<file path="src/rtl/qar_timer_pkg.sv">
// qar_timer_pkg: shared constants for the QAR multi-channel timer.
//   - global register word offsets and the channel window layout
//   - channel MODE encodings
//   - CTRL and STATUS/IRQ_EN bit positions
package qar_timer_pkg;

  // Global register word offsets
  localparam logic [5:0] REG_CTRL     = 6'h00;
  localparam logic [5:0] REG_PRESCALE = 6'h01;
  localparam logic [5:0] REG_COUNT    = 6'h02;
  localparam logic [5:0] REG_TOP      = 6'h03;
  localparam logic [5:0] REG_STATUS   = 6'h04;
  localparam logic [5:0] REG_IRQ_EN   = 6'h05;

  // Channel register window: CH_BASE + CH_STRIDE*i + offset
  localparam int CH_BASE       = 8;
  localparam int CH_STRIDE     = 4;
  localparam int CH_OFF_CTRL   = 0;
  localparam int CH_OFF_CMP    = 1;
  localparam int CH_OFF_PERIOD = 2;
  localparam int CH_OFF_CAP    = 3;

  // CTRL bits
  localparam int CTRL_EN_BIT      = 0;
  localparam int CTRL_ONESHOT_BIT = 1;
  localparam int CTRL_CLR_BIT     = 2;

  // STATUS / IRQ_EN layout
  localparam int ST_WRAP_BIT = 0;
  localparam int ST_EVT_BASE = 8;
  localparam int ST_OVR_BASE = 16;

  typedef enum logic [1:0] {
    MODE_OFF = 2'd0,
    MODE_CMP = 2'd1,
    MODE_CAP = 2'd2,
    MODE_PWM = 2'd3
  } ch_mode_t;

  // Word address of register 'off' in channel 'ch'
  function automatic logic [5:0] ch_addr(input int ch, input int off);
    return 6'(CH_BASE + CH_STRIDE * ch + off);
  endfunction

endpackage

</file>
<file path="src/rtl/qar_timer_mc_if.sv">
// qar_timer_mc_if: QAR word-addressed register bus.
//   bus_write : write strobe, one cycle per access
//   bus_read  : read enable
//   addr_word : word address
//   wdata     : write data
//   rdata     : combinational read data (slave output)
interface qar_timer_mc_if;
  logic        bus_write;
  logic        bus_read;
  logic [5:0]  addr_word;
  logic [31:0] wdata;
  logic [31:0] rdata;

  modport master (
    output bus_write,
    output bus_read,
    output addr_word,
    output wdata,
    input  rdata
  );

  modport slave (
    input  bus_write,
    input  bus_read,
    input  addr_word,
    input  wdata,
    output rdata
  );
endinterface

</file>
<file path="src/rtl/qar_timer_channel.sv">
// qar_timer_channel: one timer channel (off / compare / capture / PWM).
//   clk, rst          : clock, asynchronous active-high reset
//   bus_write/bus_read/addr_word/wdata : register bus (channel decodes its own window)
//   count, tick       : shared counter value (pre-update) and prescaled tick
//   capture_in        : asynchronous capture pin
//   evt_pending       : current CH_EVT status bit, used to flag overrun
//   evt, cap_ovr      : single-cycle set pulses for STATUS
//   pwm_out           : registered PWM output
//   rdata             : this channel's contribution to the read OR-mux
module qar_timer_channel
  import qar_timer_pkg::*;
#(
  parameter int CNT_W  = 32,
  parameter int CH_IDX = 0
) (
  input  logic             clk,
  input  logic             rst,
  input  logic             bus_write,
  input  logic             bus_read,
  input  logic [5:0]       addr_word,
  input  logic [31:0]      wdata,
  input  logic [CNT_W-1:0] count,
  input  logic             tick,
  input  logic             capture_in,
  input  logic             evt_pending,
  output logic             evt,
  output logic             cap_ovr,
  output logic             pwm_out,
  output logic [31:0]      rdata
);

  localparam logic [5:0] A_CTRL   = ch_addr(CH_IDX, CH_OFF_CTRL);
  localparam logic [5:0] A_CMP    = ch_addr(CH_IDX, CH_OFF_CMP);
  localparam logic [5:0] A_PERIOD = ch_addr(CH_IDX, CH_OFF_PERIOD);
  localparam logic [5:0] A_CAP    = ch_addr(CH_IDX, CH_OFF_CAP);

  ch_mode_t         mode_reg;
  logic             auto_reload_reg;
  logic             cap_fall_reg;
  logic             pwm_inv_reg;
  logic [CNT_W-1:0] cmp_reg;
  logic [CNT_W-1:0] period_reg;
  logic [CNT_W-1:0] cap_reg;
  logic [1:0]       sync_reg;
  logic             dly_reg;
  logic             edge_reg;
  logic             pwm_reg;

  logic sel_ctrl, sel_cmp, sel_period, sel_cap;
  logic wr_ctrl, wr_cmp, wr_period;
  logic synced, edge_det, cmp_hit, cap_hit, reload;
  logic unused_wdata;

  assign sel_ctrl   = (addr_word == A_CTRL);
  assign sel_cmp    = (addr_word == A_CMP);
  assign sel_period = (addr_word == A_PERIOD);
  assign sel_cap    = (addr_word == A_CAP);

  assign wr_ctrl   = bus_write && sel_ctrl;
  assign wr_cmp    = bus_write && sel_cmp;
  assign wr_period = bus_write && sel_period;

  // Upper write-data bits beyond each field are intentionally ignored.
  assign unused_wdata = ^wdata;

  // Second synchronizer stage feeds the edge detector; the detected edge is
  // registered once more so a pin change sampled at edge n lands in CH_CAP
  // at edge n+3.
  assign synced   = sync_reg[1];
  assign edge_det = cap_fall_reg ? (dly_reg & ~synced) : (synced & ~dly_reg);

  assign cmp_hit = (mode_reg == MODE_CMP) && tick && (count == cmp_reg);
  assign cap_hit = (mode_reg == MODE_CAP) && edge_reg;
  assign reload  = cmp_hit && auto_reload_reg && (period_reg != '0);

  assign evt     = cmp_hit | cap_hit;
  assign cap_ovr = cap_hit & evt_pending;
  assign pwm_out = pwm_reg;

  always_ff @(posedge clk or posedge rst) begin
    if (rst) begin
      mode_reg        <= MODE_OFF;
      auto_reload_reg <= 1'b0;
      cap_fall_reg    <= 1'b0;
      pwm_inv_reg     <= 1'b0;
      cmp_reg         <= '0;
      period_reg      <= '0;
      cap_reg         <= '0;
      sync_reg        <= '0;
      dly_reg         <= 1'b0;
      edge_reg        <= 1'b0;
      pwm_reg         <= 1'b0;
    end else begin
      sync_reg <= {sync_reg[0], capture_in};
      dly_reg  <= synced;
      edge_reg <= edge_det;

      if (wr_ctrl) begin
        mode_reg        <= ch_mode_t'(wdata[1:0]);
        auto_reload_reg <= wdata[2];
        cap_fall_reg    <= wdata[3];
        pwm_inv_reg     <= wdata[4];
      end

      // A bus write to CMP wins over the auto-reload step.
      if (wr_cmp) begin
        cmp_reg <= wdata[CNT_W-1:0];
      end else if (reload) begin
        cmp_reg <= cmp_reg + period_reg;
      end

      if (wr_period) begin
        period_reg <= wdata[CNT_W-1:0];
      end

      if (cap_hit) begin
        cap_reg <= count;
      end

      // CMP=0 never satisfies count<cmp; CMP>TOP_eff always does.
      pwm_reg <= (mode_reg == MODE_PWM) && ((count < cmp_reg) ^ pwm_inv_reg);
    end
  end

  always_comb begin
    rdata = '0;
    if (bus_read) begin
      if (sel_ctrl) begin
        rdata = {27'd0, pwm_inv_reg, cap_fall_reg, auto_reload_reg, mode_reg};
      end else if (sel_cmp) begin
        rdata = 32'(cmp_reg);
      end else if (sel_period) begin
        rdata = 32'(period_reg);
      end else if (sel_cap) begin
        rdata = 32'(cap_reg);
      end
    end
  end

endmodule

</file>
<file path="src/rtl/qar_timer_mc.sv">
// qar_timer_mc: multi-channel timer peripheral on the QAR register bus.
//   clk, rst   : clock, asynchronous active-high reset
//   bus        : qar_timer_mc_if slave (bus_write, bus_read, addr_word, wdata, rdata)
//   capture_in : asynchronous capture pins, one per channel
//   pwm_out    : registered PWM outputs, one per channel
//   irq        : |(STATUS & IRQ_EN), combinational from flops
// Holds the prescaler, COUNT/TOP, STATUS/IRQ_EN, global decode and the
// rdata OR-mux; per-channel logic lives in qar_timer_channel.
module qar_timer_mc
  import qar_timer_pkg::*;
#(
  parameter int CNT_W  = 32,
  parameter int NUM_CH = 4,
  parameter int PRE_W  = 16
) (
  input  logic              clk,
  input  logic              rst,
  qar_timer_mc_if.slave     bus,
  input  logic [NUM_CH-1:0] capture_in,
  output logic [NUM_CH-1:0] pwm_out,
  output logic              irq
);

  logic              en_reg;
  logic              oneshot_reg;
  logic [PRE_W-1:0]  prescale_reg;
  logic [PRE_W-1:0]  pre_cnt_reg;
  logic [CNT_W-1:0]  count_reg;
  logic [CNT_W-1:0]  top_reg;
  logic              wrap_reg;
  logic [NUM_CH-1:0] evt_reg;
  logic [NUM_CH-1:0] ovr_reg;
  logic              irq_wrap_en_reg;
  logic [NUM_CH-1:0] irq_evt_en_reg;
  logic [NUM_CH-1:0] irq_ovr_en_reg;

  logic wr_ctrl, wr_prescale, wr_count, wr_top, wr_status, wr_irq_en;
  logic clr, tick, at_top, ctr_step;
  logic [CNT_W-1:0]  top_eff;
  logic [NUM_CH-1:0] ch_evt, ch_ovr, evt_clr, ovr_clr;
  logic              wrap_clr;
  logic [31:0]       ch_rdata [NUM_CH];
  logic [31:0]       status_word, irq_en_word, rdata_mux;

  assign wr_ctrl     = bus.bus_write && (bus.addr_word == REG_CTRL);
  assign wr_prescale = bus.bus_write && (bus.addr_word == REG_PRESCALE);
  assign wr_count    = bus.bus_write && (bus.addr_word == REG_COUNT);
  assign wr_top      = bus.bus_write && (bus.addr_word == REG_TOP);
  assign wr_status   = bus.bus_write && (bus.addr_word == REG_STATUS);
  assign wr_irq_en   = bus.bus_write && (bus.addr_word == REG_IRQ_EN);

  assign clr     = wr_ctrl && bus.wdata[CTRL_CLR_BIT];
  assign top_eff = (top_reg == '0) ? '1 : top_reg;
  assign tick    = en_reg && (pre_cnt_reg == prescale_reg);
  assign at_top  = (count_reg == top_eff);
  // Tick as seen by the counter: a COUNT write or CLR overrides it.
  assign ctr_step = tick && !clr && !wr_count;

  assign wrap_clr = wr_status && bus.wdata[ST_WRAP_BIT];
  assign evt_clr  = wr_status ? bus.wdata[ST_EVT_BASE +: NUM_CH] : '0;
  assign ovr_clr  = wr_status ? bus.wdata[ST_OVR_BASE +: NUM_CH] : '0;

  always_ff @(posedge clk or posedge rst) begin
    if (rst) begin
      en_reg          <= 1'b0;
      oneshot_reg     <= 1'b0;
      prescale_reg    <= '0;
      pre_cnt_reg     <= '0;
      count_reg       <= '0;
      top_reg         <= '0;
      wrap_reg        <= 1'b0;
      evt_reg         <= '0;
      ovr_reg         <= '0;
      irq_wrap_en_reg <= 1'b0;
      irq_evt_en_reg  <= '0;
      irq_ovr_en_reg  <= '0;
    end else begin
      // A CTRL write (EN=1 or otherwise) wins over the one-shot auto-clear.
      if (wr_ctrl) begin
        en_reg      <= bus.wdata[CTRL_EN_BIT];
        oneshot_reg <= bus.wdata[CTRL_ONESHOT_BIT];
      end else if (ctr_step && at_top && oneshot_reg) begin
        en_reg <= 1'b0;
      end

      if (wr_prescale) prescale_reg <= bus.wdata[PRE_W-1:0];
      if (wr_top)      top_reg      <= bus.wdata[CNT_W-1:0];

      if (!en_reg || clr || tick) begin
        pre_cnt_reg <= '0;
      end else begin
        pre_cnt_reg <= pre_cnt_reg + PRE_W'(1);
      end

      if (wr_count) begin
        count_reg <= bus.wdata[CNT_W-1:0];
      end else if (clr) begin
        count_reg <= '0;
      end else if (tick) begin
        count_reg <= at_top ? '0 : count_reg + CNT_W'(1);
      end

      // Hardware set beats the W1C clear.
      wrap_reg <= (wrap_reg & ~wrap_clr) | (ctr_step & at_top);
      evt_reg  <= (evt_reg & ~evt_clr) | ch_evt;
      ovr_reg  <= (ovr_reg & ~ovr_clr) | ch_ovr;

      if (wr_irq_en) begin
        irq_wrap_en_reg <= bus.wdata[ST_WRAP_BIT];
        irq_evt_en_reg  <= bus.wdata[ST_EVT_BASE +: NUM_CH];
        irq_ovr_en_reg  <= bus.wdata[ST_OVR_BASE +: NUM_CH];
      end
    end
  end

  assign irq = (wrap_reg & irq_wrap_en_reg) |
               (|(evt_reg & irq_evt_en_reg)) |
               (|(ovr_reg & irq_ovr_en_reg));

  for (genvar gi = 0; gi < NUM_CH; gi++) begin : g_ch
    qar_timer_channel #(
      .CNT_W  (CNT_W),
      .CH_IDX (gi)
    ) u_ch (
      .clk         (clk),
      .rst         (rst),
      .bus_write   (bus.bus_write),
      .bus_read    (bus.bus_read),
      .addr_word   (bus.addr_word),
      .wdata       (bus.wdata),
      .count       (count_reg),
      .tick        (tick),
      .capture_in  (capture_in[gi]),
      .evt_pending (evt_reg[gi]),
      .evt         (ch_evt[gi]),
      .cap_ovr     (ch_ovr[gi]),
      .pwm_out     (pwm_out[gi]),
      .rdata       (ch_rdata[gi])
    );
  end

  always_comb begin
    status_word                           = '0;
    status_word[ST_WRAP_BIT]              = wrap_reg;
    status_word[ST_EVT_BASE +: NUM_CH]    = evt_reg;
    status_word[ST_OVR_BASE +: NUM_CH]    = ovr_reg;
    irq_en_word                           = '0;
    irq_en_word[ST_WRAP_BIT]              = irq_wrap_en_reg;
    irq_en_word[ST_EVT_BASE +: NUM_CH]    = irq_evt_en_reg;
    irq_en_word[ST_OVR_BASE +: NUM_CH]    = irq_ovr_en_reg;
  end

  always_comb begin
    rdata_mux = '0;
    if (bus.bus_read) begin
      case (bus.addr_word)
        REG_CTRL:     rdata_mux = {30'd0, oneshot_reg, en_reg};
        REG_PRESCALE: rdata_mux = 32'(prescale_reg);
        REG_COUNT:    rdata_mux = 32'(count_reg);
        REG_TOP:      rdata_mux = 32'(top_reg);
        REG_STATUS:   rdata_mux = status_word;
        REG_IRQ_EN:   rdata_mux = irq_en_word;
        default:      rdata_mux = '0;
      endcase
    end
    // Channels drive zero unless their own window is being read.
    for (int i = 0; i < NUM_CH; i++) begin
      rdata_mux = rdata_mux | ch_rdata[i];
    end
  end

  assign bus.rdata = rdata_mux;

endmodule

</file>
<file path="src/flat_wrapper.sv">
// flat-port wrapper written by rule: the top's interface ports become plain ports
module qar_timer_mc_flat import qar_timer_pkg::*;
#(
  parameter int CNT_W  = 32,
  parameter int NUM_CH = 4,
  parameter int PRE_W  = 16
)
  (clk, rst, capture_in, pwm_out, irq, bus_bus_write, bus_bus_read, bus_addr_word, bus_wdata, bus_rdata);
  qar_timer_mc_if bus_i ();
  input  logic clk;
  input  logic rst;
  input  logic [NUM_CH-1:0] capture_in;
  output logic [NUM_CH-1:0] pwm_out;
  output logic irq;
  input wire logic [$bits(bus_i.bus_write)-1:0] bus_bus_write;
  input wire logic [$bits(bus_i.bus_read)-1:0] bus_bus_read;
  input wire logic [$bits(bus_i.addr_word)-1:0] bus_addr_word;
  input wire logic [$bits(bus_i.wdata)-1:0] bus_wdata;
  output wire logic [$bits(bus_i.rdata)-1:0] bus_rdata;
  assign bus_i.bus_write = bus_bus_write;
  assign bus_i.bus_read = bus_bus_read;
  assign bus_i.addr_word = bus_addr_word;
  assign bus_i.wdata = bus_wdata;
  assign bus_rdata = bus_i.rdata;
  qar_timer_mc #(.CNT_W(CNT_W), .NUM_CH(NUM_CH), .PRE_W(PRE_W)) u_core (.clk(clk), .rst(rst), .bus(bus_i), .capture_in(capture_in), .pwm_out(pwm_out), .irq(irq));
endmodule
</file>
<file path="config.mk">
export PLATFORM = sky130hd
export DESIGN_NAME = qar_timer_mc_flat
export DESIGN_NICKNAME = d
export VERILOG_FILES = /design/src/rtl/qar_timer_pkg.sv /design/src/rtl/qar_timer_mc_if.sv /design/src/rtl/qar_timer_channel.sv /design/src/rtl/qar_timer_mc.sv /design/src/flat_wrapper.sv
export SDC_FILE = /design/constraint.sdc
export NUM_CORES = 2
export LEC_CHECK = 0
export CELL_PAD_IN_SITES_DETAIL_PLACEMENT = 1
export CELL_PAD_IN_SITES_GLOBAL_PLACEMENT = 1
export CORE_MARGIN = 1.5
export CORE_UTILIZATION = 35
export DETAILED_ROUTE_END_ITERATION = 10
export PLACE_DENSITY = 0.7
export SYNTH_ARGS = -nofsm -noshare
export SYNTH_HDL_FRONTEND = slang
export SYNTH_HIERARCHICAL = 1
export SYNTH_SLANG_ARGS = --single-unit
</file>
<file path="constraint.sdc">
create_clock -name clk -period 5.6 [get_ports clk]
set_clock_uncertainty 0.15 [all_clocks]
set_input_delay 1.12 -clock clk [delete_from_list [all_inputs] [get_ports clk]]
set_output_delay 1.12 -clock clk [all_outputs]
set_load 0.01 [all_outputs]
</file>
; Word-level counts from Yosys, hierarchy flattened
; Index checks and enable logic that the tools add are counted.
[totals]
regBits = 540
latchBits = 0
ramBits = 0
romBits = 0
input_bits = 46
out_inout_bits = 37
wordCells = 264
memories = 0
[op_classes]
n_addsub = 6
multipliers = 0
div = 0
magnitude_cmp = 4
n_eq_ne = 39
shifts = 0
n_mux = 44
n_bitwise = 47
reduce_logical = 68
[ops]
columns = cell, n
row1 = $mux 32, 34
row2 = $pmux 32 s6, 1
row3 = $eq 32x32->1, 5
row4 = $add 32x32->32, 4
row5 = $lt 32x32->1, 4
row6 = $or 32x32->32, 4
row7 = $reduce_bool 32->1, 4
row8 = $logic_and 1x1->1, 49
row9 = $eq 6x4->1 const B, 8
row10 = $eq 6x5->1 const B, 8
row11 = $add 32x1->32 const B, 1
row12 = $logic_not 32->1, 1
row13 = $add 16x1->16 const B, 1
row14 = $and 4x4->4, 4
row15 = $eq 16x16->1, 1
row16 = $eq 2x2->1 const B, 8
row17 = $mux 16, 1
row18 = $and 1x1->1, 15
row19 = $eq 6x2->1 const B, 2
row20 = $eq 6x3->1 const B, 2
row21 = $reduce_bool 2->1, 5
row22 = $not 1->1, 9
row23 = $eq 2x1->1 const B, 4
row24 = $mux 4, 2
row25 = other kinds (11), 31

; Logic depth before layout (Yosys ltp)
[depth]
ltp_word = 10
mapped_depth = 14

; By module
; Netlist, hierarchy kept.
[modules_own_cells]
columns = mod, n_inst, cells_each, area_each_um2, seq_area_each_um2
row1 = qar_timer_mc, 1, 834, 7692.4, 2902.8
row2 = qar_timer_channel at u_core.g_ch[2].u_ch, 1, 801, 7579.8, 2652.5
row3 = qar_timer_channel at u_core.g_ch[1].u_ch, 1, 802, 7572.3, 2652.5
row4 = qar_timer_channel at u_core.g_ch[0].u_ch, 1, 795, 7508.5, 2652.5
row5 = qar_timer_channel at u_core.g_ch[3].u_ch, 1, 801, 7394.6, 2652.5

; Worst setup path after synthesis
; Ideal clock, no wire load.
[synth_timing]
path_kind = input to output
from = input port bus_addr_word[2]
to = output port bus_rdata[11]
t_arrival_ns = 2.901
required_time_ns = 4.330
path_slack_ns = 1.429
path_stages = 7
path_cell_list = or4b_2 > buf_1 > clkbuf_1 > o311ai_0 > a21oi_1 > nor4_1 > o21ai_0
[synth_rtl]
columns = element, line
row1 = from (decl), flat_wrapper.sv:17  ; input wire logic [$bits(bus_i.addr_word)-1:0] bus_addr_word;
row2 = to (decl), flat_wrapper.sv:19  ; output wire logic [$bits(bus_i.rdata)-1:0] bus_rdata;

==> summary.md <==
| Metric | Value |
|---|---|
| Critical-path cell list | clkdlybuf4s50_1 > or4b_2 > buf_4 > o311ai_1 > a21oi_1 > nor4_1 > buf_4 > o21ai_0 > clkdlybuf4s50_1 |
| Share of post-route cells with drive strength above 1 | 18.07% |
| Slew @ Worst Pin | 1282 ps |
| Post-Route WL | 159400 µm |
| Post-Syn Area | 37750 µm² |
| Leakage power | 19.24 nW |
| Routed vias/inst | 6.179 |
| CTS Buffer Depth | 3 |
| Post-synthesis register bit count | 540 |
| Core box area | 107100 µm² |
| Post-Place Cells | 5451 |
| Final period utilization | 99.50% |
| Post-synthesis instance total | 4033 |
| Fraction of registers with async set/reset | 100.0% |
| Reg clk slew, reported paths | 60 ps |
| R2R depth | 14 |
| Number of CTS-inserted buffers | 69 |
| Sum of negative setup slack | 0 ps |
| Crit Path Max Fanout | 18 |
| Post-route ant nets | 0 |
| Drt drc | 0 |
| Fin cells | 5572 |
| Number of global-route vias before repair | 34720 |
| Number of flops mapped to enable cells by yosys | 0 |
| IO Port Bufs | 82 |
| Critical Path AT | 4300 ps |
| Post-synth cell types | 100 |
| # hold bufs at CTS | 0 |
| CTS sink count | 540 |
| Fin crit period | 5572 ps |
| Count leader, synth | dfrtp_1 |
| Final hold vios | 0 |
| Max-cap violations | 0 |
| Post-synth top area cell | dfrtp_1 |
| Initial drt markers | 3195 |
| Yosys top cell area share | 35.80% |
| Hold Crit Class | reg2reg |
| Fin. max-slew vios | 0 |
| CTS tree | done |
| Max Freq | 179.5 MHz |
| Total GRT Usage | 28.52% |
| Worst path depth | 9 |
| Std cell rows | 120 |
| Setup WS pre-CTS | -374.0 ps |
| WS Path Type | in2out |
| Worst Hold Path Cells | 0 |
| Initial antenna violation count | 8 |
| CTS root buffer | clkbuf_16 |
| Seq/Total Area, Yosys | 35.80% |
| Largest net degree at the start of global routing | 63 |
| Post-detail-place hpwl | 118500 µm |
| Relative slew slack | 13.74% |
| Htree depth | 3 |
| Status | complete, no violations |
| Die W | 331.4 µm |
| Max rail drop VDD | 0.2607 mV |
| Avg Inst Size Synth | 9.360 µm² |
| DIE AREA | 109800 µm² |
| Ranking of synthesized cells by area | dfrtp_1 (36%), mux2_2 (10%), ha_1 (8.4%) |
| Post-route worst setup slack | 27.98 ps |
| Unrepaired setup endpoints after global routing | true |
| Postcts setup bufs | 0 |
| Yosys warns | 6 |
| Final #Nets | 4423 |
| Wire length per cell | 28.60 µm |
| Number of I/O pins | 83 |
| First-pass GRT wire length | 236500 µm |
| CP top delay family | buffers and inverters |
| DRT Pass-1 Iters | 5 |
| Setup violators final | 0 |
| Critical Path Source Type | primary input |
| Final RePlAce weighted congestion | 0.9458 |
| Synth Flop Type | dfrtp_1 |
| CP max-delay cell | or4b_2 |
| Worst path required time | 4330 ps |
| Initial core utilization | 35.26% |
| Via Count | 34430 |
| Critical Path Max Stage Delay | 740 ps |
| Net Count, Synth | 4337 |
| Area growth from synthesis to layout | 14.37% |
| Die Span Y | 331.4 µm |
| Synth top cells by count | dfrtp_1 (540), mux2_2 (345), nand2_1 (345) |
| Worst path bufs/invs | 4 |
| Worst Setup End Kind | output port |
| Gr ovfl total | 0 |
| Clk Latency, worst-skew pair | 650 ps |
| Power per Cell Area | 375.1 nW/µm² |
-- worst paths after layout --
| check | from | end | slack, ps |
|---|---|---|---|
| min reg2reg | u_core/g_ch[0].u_ch/sync_reg[0] | u_core/g_ch[0].u_ch/sync_reg[1] | 200 |
| max reg2reg | u_core/pre_cnt_reg[3] | u_core/g_ch[3].u_ch/cmp_reg[30] | 1300 |
| max in group asynchronous | rst | u_core/g_ch[3].u_ch/pwm_out | 3050 |
| min in group asynchronous | rst | u_core/g_ch[0].u_ch/cmp_reg[30] | 1280 |
| min | u_core/g_ch[0].u_ch/sync_reg[0] | u_core/g_ch[0].u_ch/sync_reg[1] | 200 |
| max | bus_addr_word[2] | bus_rdata[15] | 30 |
-- cell type report --
| class | count | area (µm²) |
|---|---|---|
| fillers | 12150 | 63880 |
| multi-input cells | 3089 | 22690 |
| flip-flops and latches | 540 | 13510 |
| repair buffers | 236 | 2087 |
| clock buffers | 92 | 1986 |
| well taps | 1403 | 1755 |
| inverters | 183 | 699.4 |
| clock inverters | 28 | 440.4 |
| diodes | 1 | 2.502 |
-- layer usage --
metal / track usage [%] / routed length [µm]
met1: 39.84 / 70960
met2: 43.24 / 69470
met3: 4.683 / 10960
met4: 12.70 / 7934
met5: 0 / 46
-- worst reg2reg max path, delay by kind of cell (launching register included) --
kind | cells | cell delay [ps]
flip-flops | 1 | 440
AO/OA/AOI/OAI | 3 | 520
AND/OR/NAND/NOR | 8 | 2150
XOR/XNOR | 1 | 190
buffers and inverters | 2 | 760
-- per-stage QoR --
stage | hold WS [ps] | power (mW) | area, µm² | utilization (%)
5_1_grt | 207.0 | 16.97 | 43170 | 40.33
3_5_place_dp | 188.6 | 11.20 | 40660 | 37.98
6_report | 203.8 | 16.19 | 43170 | 40.33
4_1_cts | 206.1 | 16.13 | 43110 | 40.27
2_1_floorplan | 181.2 | 9.296 | 37750 | -
3_3_place_gp | 185.9 | 10.98 | 40660 | 37.98
-- cells in the final DEF (no fill, tap or decap), types with 14 or more instances in the layout --
| cell type | netlist | final |
|---|---|---|
| a211oi_1 | 29 | 29 |
| a21o_1 | 105 | 105 |
| a21oi_1 | 306 | 306 |
| a22oi_1 | 67 | 67 |
| a31oi_1 | 29 | 29 |
| and3_1 | 67 | 67 |
| buf_4 | 6 | 146 |
| clkbuf_16 | 0 | 71 |
| clkbuf_8 | 0 | 14 |
| clkdlybuf4s50_1 | 0 | 75 |
| dfrtp_1 | 540 | 540 |
| ha_1 | 254 | 254 |
| inv_1 | 183 | 178 |
| mux2_2 | 345 | 345 |
| mux2i_1 | 62 | 62 |
| mux4_2 | 22 | 22 |
| nand2_1 | 345 | 345 |
| nand2b_1 | 96 | 96 |
| nand3_1 | 83 | 80 |
| nand4_1 | 59 | 59 |
| nor2_1 | 221 | 220 |
| nor2b_1 | 18 | 14 |
| nor3_1 | 77 | 77 |
| nor3b_1 | 15 | 15 |
| nor4_1 | 87 | 79 |
| nor4_2 | 10 | 16 |
| o211ai_1 | 25 | 25 |
| o21a_1 | 32 | 32 |
| o21ai_0 | 226 | 221 |
| o21ai_1 | 31 | 36 |
| o21bai_1 | 30 | 30 |
| o22a_1 | 19 | 19 |
| o311ai_0 | 80 | 71 |
| xnor2_1 | 103 | 103 |
| xor2_1 | 47 | 47 |
-- report_power, final --
part           switching, mW  internal [mW]
Sequential             0.977           4.70
Clock                   1.91           2.96
Combinational           3.16           2.49
-- repair_timing --
item / in CTS / in global routing
resized for setup: 4 / 25
cloned: 0 / 0
pin swaps: 1 / 3
endpoints found under the setup margin: 3 / 19
-- cells by family (layout without fill, tap and decap cells) --
| logic type | after synthesis | count (layout) | synth area share, % |
|---|---|---|---|
| DFF | 540 | 540 | 35.80 |
| xor gates and xnor gates | 150 | 150 | 3.480 |
| AOI/OAI and AO/OA | 1078 | 1078 | 18.62 |
| buffers and inverters | 404 | 539 | 4.372 |
| adders and majority gates | 258 | 258 | 8.631 |
| other | 0 | 1 | 0 |
| muxes | 430 | 430 | 13.28 |
| and+or+nand+nor | 1173 | 1173 | 15.82 |
Note: power is estimated with default switching activity, not from simulation.
